## config.mk

```make
export PLATFORM = sky130hd
export DESIGN_NAME = ifetch_ctrl
export DESIGN_NICKNAME = d
export VERILOG_FILES = /design/src/rtl/ifetch_pkg.sv /design/src/rtl/ifetch_decode.sv /design/src/rtl/ifetch_ctrl.sv
export SDC_FILE = /design/constraint.sdc
export NUM_CORES = 1
export LEC_CHECK = 0
export BUFFER_PORTS_ARGS = -buffer_cell sky130_fd_sc_hd__buf_4
export CORE_MARGIN = 5
export CORE_UTILIZATION = 42
export DETAILED_ROUTE_END_ITERATION = 7
export HOLD_SLACK_MARGIN = 0.08
export PLACE_DENSITY = 0.85
export RECOVER_POWER = 50
export SYNTH_ARGS = -nofsm -noshare
export SYNTH_HDL_FRONTEND = slang
export SYNTH_SLANG_ARGS = --single-unit
```

## constraint.sdc

```tcl
create_clock -name clk -period 3.75 [get_ports clk]
set_input_delay 0.5625 -clock clk [delete_from_list [all_inputs] [get_ports clk]]
set_output_delay 0.5625 -clock clk [all_outputs]
set_load 0.01 [all_outputs]
```

## src/rtl/ifetch_pkg.sv

```systemverilog
// Shared definitions for the instruction-fetch controller and its decoder.
package ifetch_pkg;

    // Opcodes (inst[31:26]) that redirect the program counter.
    localparam logic [5:0] OP_J   = 6'h02;
    localparam logic [5:0] OP_JAL = 6'h03;
    localparam logic [5:0] OP_BEQ = 6'h04;
    localparam logic [5:0] OP_BNE = 6'h05;

    // Word substituted when a fetch is abandoned (timeout or misaligned PC).
    localparam logic [31:0] NOP_WORD_DEF = 32'h0000_0000;

    // Cycles imem_req may stay high without an ack.
    localparam int TIMEOUT_DEF = 16;

    typedef enum logic [1:0] {
        IDLE = 2'd0,
        REQ  = 2'd1,
        HOLD = 2'd2,
        STEP = 2'd3
    } state_e;

endpackage

```

## src/rtl/ifetch_decode.sv

```systemverilog
// Combinational next-PC decode: jump/branch selects plus offset and target
// fields. Also used by the decode stage.
module ifetch_decode
    import ifetch_pkg::*;
(
    input  logic [31:0] inst,
    input  logic        br_eq,
    output logic        pc_jmp,
    output logic        pc_br,
    output logic [15:0] pc_off,
    output logic [25:0] pc_tgt
);

    // Select jump or branch from the opcode; jump wins, so both are never 1.
    always_comb begin
        // NOTE: every output gets a default first so no path leaves it
        // unassigned, which would infer a latch.
        pc_jmp = 1'b0;
        pc_br  = 1'b0;
        pc_off = inst[15:0];
        pc_tgt = inst[25:0];
        case (inst[31:26])
            OP_J, OP_JAL: pc_jmp = 1'b1;
            OP_BEQ:       pc_br  = br_eq;
            OP_BNE:       pc_br  = ~br_eq;
            default:      ;
        endcase
    end

endmodule

```

## src/rtl/ifetch_ctrl.sv

```systemverilog
// Instruction fetch controller: reads one word per PC value over a req/ack
// memory handshake, offers it downstream with valid/ready, then strobes
// pc_step once with the decoded next-PC selects.
module ifetch_ctrl
    import ifetch_pkg::*;
#(
    parameter int          TIMEOUT  = TIMEOUT_DEF,
    parameter logic [31:0] NOP_WORD = NOP_WORD_DEF
) (
    input  logic        clk,
    input  logic        rst,
    input  logic [31:0] pc_val,
    output logic        imem_req,
    output logic [31:0] imem_addr,
    input  logic        imem_ack,
    input  logic [31:0] imem_rdata,
    output logic [31:0] inst,
    output logic        inst_valid,
    input  logic        inst_ready,
    input  logic        br_eq,
    output logic        pc_step,
    output logic        pc_jmp,
    output logic        pc_br,
    output logic [15:0] pc_off,
    output logic [25:0] pc_tgt,
    output logic        fetch_err
);

    localparam int            CW       = $clog2(TIMEOUT + 1);
    localparam logic [CW-1:0] CNT_LAST = CW'(TIMEOUT - 1);

    state_e        state_q, state_d;
    logic [CW-1:0] cnt_q, cnt_d;
    logic [31:0]   inst_q, inst_d;
    logic          err_q, err_d;
    logic          jmp_q, jmp_d;
    logic          br_q, br_d;

    logic          dec_jmp, dec_br;
    logic          misaligned;

    assign misaligned = (pc_val[1:0] != 2'b00);

    ifetch_decode u_decode (
        .inst   (inst_q),
        .br_eq  (br_eq),
        .pc_jmp (dec_jmp),
        .pc_br  (dec_br),
        .pc_off (pc_off),
        .pc_tgt (pc_tgt)
    );

    // Next-state logic: fetch, hold for the consumer, then one PC step.
    always_comb begin
        state_d = state_q;
        cnt_d   = '0;          // wait counter is zero on every entry to REQ
        inst_d  = inst_q;
        err_d   = err_q;
        jmp_d   = 1'b0;        // selects live only for the STEP cycle
        br_d    = 1'b0;
        case (state_q)
            IDLE: state_d = REQ;  // let the PC settle on its reset vector
            REQ: begin
                if (misaligned) begin
                    inst_d  = NOP_WORD;
                    err_d   = 1'b1;
                    state_d = HOLD;
                end else if (imem_ack) begin
                    inst_d  = imem_rdata;
                    state_d = HOLD;
                end else if (cnt_q == CNT_LAST) begin
                    inst_d  = NOP_WORD;
                    err_d   = 1'b1;
                    state_d = HOLD;
                end else begin
                    cnt_d = cnt_q + CW'(1);
                end
            end
            HOLD: begin
                if (inst_ready) begin
                    // br_eq is only meaningful at the handshake edge.
                    jmp_d   = dec_jmp;
                    br_d    = dec_br;
                    state_d = STEP;
                end
            end
            STEP:    state_d = REQ;
            default: state_d = IDLE;
        endcase
    end

    // State and datapath registers; reset aborts any outstanding request.
    always_ff @(posedge clk or negedge rst) begin
        if (!rst) begin
            state_q <= IDLE;
            cnt_q   <= '0;
            inst_q  <= '0;
            err_q   <= 1'b0;
            jmp_q   <= 1'b0;
            br_q    <= 1'b0;
        end else begin
            // NOTE: non-blocking assignments so every register samples the
            // pre-edge values regardless of statement order.
            state_q <= state_d;
            cnt_q   <= cnt_d;
            inst_q  <= inst_d;
            err_q   <= err_d;
            jmp_q   <= jmp_d;
            br_q    <= br_d;
        end
    end

    assign imem_req   = (state_q == REQ) && !misaligned;
    assign imem_addr  = (state_q == REQ) ? pc_val : 32'h0;
    assign inst       = inst_q;
    assign inst_valid = (state_q == HOLD);
    assign pc_step    = (state_q == STEP);
    assign pc_jmp     = jmp_q;
    assign pc_br      = br_q;
    assign fetch_err  = err_q;

endmodule

```

==> out/summary.txt <==
TritonCTS clock tree: done
Clock Pin Slew Worst Setup and Hold Paths: 0.08 ns
Mapped Cells: 193
Min cycle time layout: 2.30 ns
Final WL: 6.35 mm
Failing checks: capacitance limit, slew limit
Layout cells sized above 1: 41.8%
Largest net degree at the start of global routing: 43
Distinct cells, synth: 29
Detailed placement HPWL: 5.21 mm
Nets: 402
Startpoint class of the critical path: flop
WS Path Type: reg -> out
FF/Latch Area: 0.00105 mm²
CTS max path bufs: 2
Syn-to-layout area delta: 44.3%
Gpl congestion: 0.742
WHS Path Cells: 1
ANT cells: 0
Maximum vdd drop: 0.349 mV
Starting Density: 43.0%
CTS Sinks: 42
# rows: 26
Io pins: 181
Met3 Use GR: 7.24%
H-tree levels: 2
Resized Gates After CTS: 0
Port Buf Inserts: 180
Hold Crit Class: reg -> reg
Outcome: complete, but fails checks
Max cap viols: 1
Root cell of the clock tree: clkbuf_8
Slew margin rel.: -48.3%
Clock Skew: 0.00629 ns
Total congestion overflow: 0
Max Slew Vio Count: 43
Cell Pwr Density: 622 mW/mm²
Global Route Usage Sum: 17.5%
Vias in the first global route: 1885
Final count of hold timing violations: 0
Core Area: 0.00507 mm²
CTS Hold Bufs: 0
Drc violations: 0
CTS buffer count: 5
Slew @ Worst Pin: 2.23 ns
Yosys reg bits: 42
Peak Freq: 435 MHz
Setup crit end kind: output pin
Die area: 0.00673 mm²
Worst reg2reg path depth: 6
Initial antenna violation count: 0
Ratio of final minimum period to clock period: 61.3%
Arr. time, crit path: 1.73 ns
Routed vias: 1867
Met2 Use GR: 30.9%
Sequential-to-total area share from yosys stat: 48.2%
Post-CTS setup buffers: 0
Grt peak-use layer: met2
Peak fanout along the critical path: 22
First-pass GRT wire length: 9.02 mm
Syn avg cell area: 11.3 µm²
Final setup viols: 0
1st-iter DRT viols: 25
Total power: 0.00196 W
RSZ-0062 raised after global routing: no
Die W: 82.1 µm
DRT Pass-1 Iters: 3
CP required: 3.19 ns
Leak Pwr: 1.66 nW
Area of the multi-input gates: 737 µm²
WL per Instance: 15.9 µm
Setup TNS: 0 ns
Filler cells: 503
Vias/cell: 4.67
Syn_nets: 266
Post-DRT Antenna Nets: 0
Synth Cell Area: 0.00218 mm²
Height of the chip: 82.1 µm
Worst skew pair latency: 0.29 ns
Ys Warns: 0
GR Util met1: 19.3%
cells by family (layout without fill, tap and decap cells):
group | after synthesis | after routing | share of synthesized area [%]
compound gates | 37 | 37 | 14.5
xor+xnor | 3 | 3 | 1.21
fa+ha+maj | 4 | 4 | 2.29
buf+inv | 55 | 192 | 18.0
flops | 42 | 42 | 48.2
mux | 1 | 1 | 0.459
simple gates | 51 | 51 | 15.3
per-stage QoR:
step | worst slack, ns | instance area, µm² | util [%] | hold WS (ns) | instances
2_1_floorplan | 2.05 | 2180 | - | 0.267 | 193
3_3_place_gp | 1.59 | 3250 | 64.0 | 0.444 | 392
3_5_place_dp | 1.54 | 3250 | 64.0 | 0.460 | 392
4_1_cts | 1.43 | 3360 | 66.2 | 0.261 | 400
5_1_grt | 1.05 | 3150 | 62.0 | 0.473 | 400
6_report | 1.45 | 3150 | 62.0 | 0.468 | 400
report_power, final:
group          switching (W)  total [W]  internal, W
clock               0.000157   0.000356     0.000200
sequential         0.0000912   0.000642     0.000551
combinational       0.000492   0.000961     0.000469
placed cells by master (no fill, tap or decap), types with 2 or more instances in the layout:
| master | count |
|---|---|
| a22o_1 | 30 |
| inv_1 | 2 |
| ha_1 | 4 |
| buf_4 | 125 |
| clkbuf_1 | 57 |
| dfrtp_1 | 42 |
| nand2_1 | 2 |
| xor2_1 | 2 |
| clkbuf_8 | 5 |
| nor2_1 | 3 |
| nand3_1 | 2 |
| and2_1 | 35 |
| and3_1 | 2 |
| a22o_2 | 2 |
critical path, cell delays in order, from the launching register on:
cell	delay (ns)
dfrtp_1	0.41
inv_1	0.08
ha_1	0.39
buf_4	0.28
and2_1	0.16
buf_4	0.12
sequential cells by signal, summed over array words and instances, names as in the netlist:
register	cells
inst	32
state_q	2
fetch_err	1
pc_br	1
pc_jmp	1
cnt_q	5
layer usage:
metal	share of wire (%)	up-vias
met3	14	6
li1	-	885
met4	0.76	0
met5	0	-
met1	36	865
met2	50	111
Yosys cell counts, drive strengths merged:
library cell   n  area, µm²
a21bo          1       10.0
a21o           1       7.51
a21oi          1       5.00
a22o          32        283
and2          35        219
and3           2       12.5
buf           50        374
clkbuf         3       11.3
dfrtp         42       1050
ha             4       50.1
inv            2       7.51
mux2i          1       10.0
nand2          2       7.51
nand3          2       10.0
nand4b         1       15.0
nor2           3       11.3
nor2b          1       6.26
nor3           1       5.00
nor3b          1       7.51
nor4b          2       32.5
o21ai          1       5.00
o22ai          1       6.26
or4            1       7.51
xnor2          1       8.76
xor2           2       17.5
layout make-up:
cell class	instances	area share (%)
Sequential cell	42	33.4
Timing Repair Buffer	182	36.6
Tap cell	70	2.78
Clock buffer	5	2.19
Inverter	2	0.238
Clock inverter	3	1.39
Multi-Input combinational cell	96	23.4
worst paths after layout:
check                                start            to  slack (ns)
worst max-delay path            state_q[1]  imem_addr[5]        1.45
worst min-delay path              cnt_q[0]      cnt_q[0]        0.47
worst max register to register  state_q[1]      inst[19]        1.54
worst min register to register    cnt_q[0]      cnt_q[0]        0.47
max in group asynchronous              rst    state_q[0]        1.56
min in group asynchronous              rst      inst[24]        0.93
No activity file was read; power rests on OpenSTA's default activity.
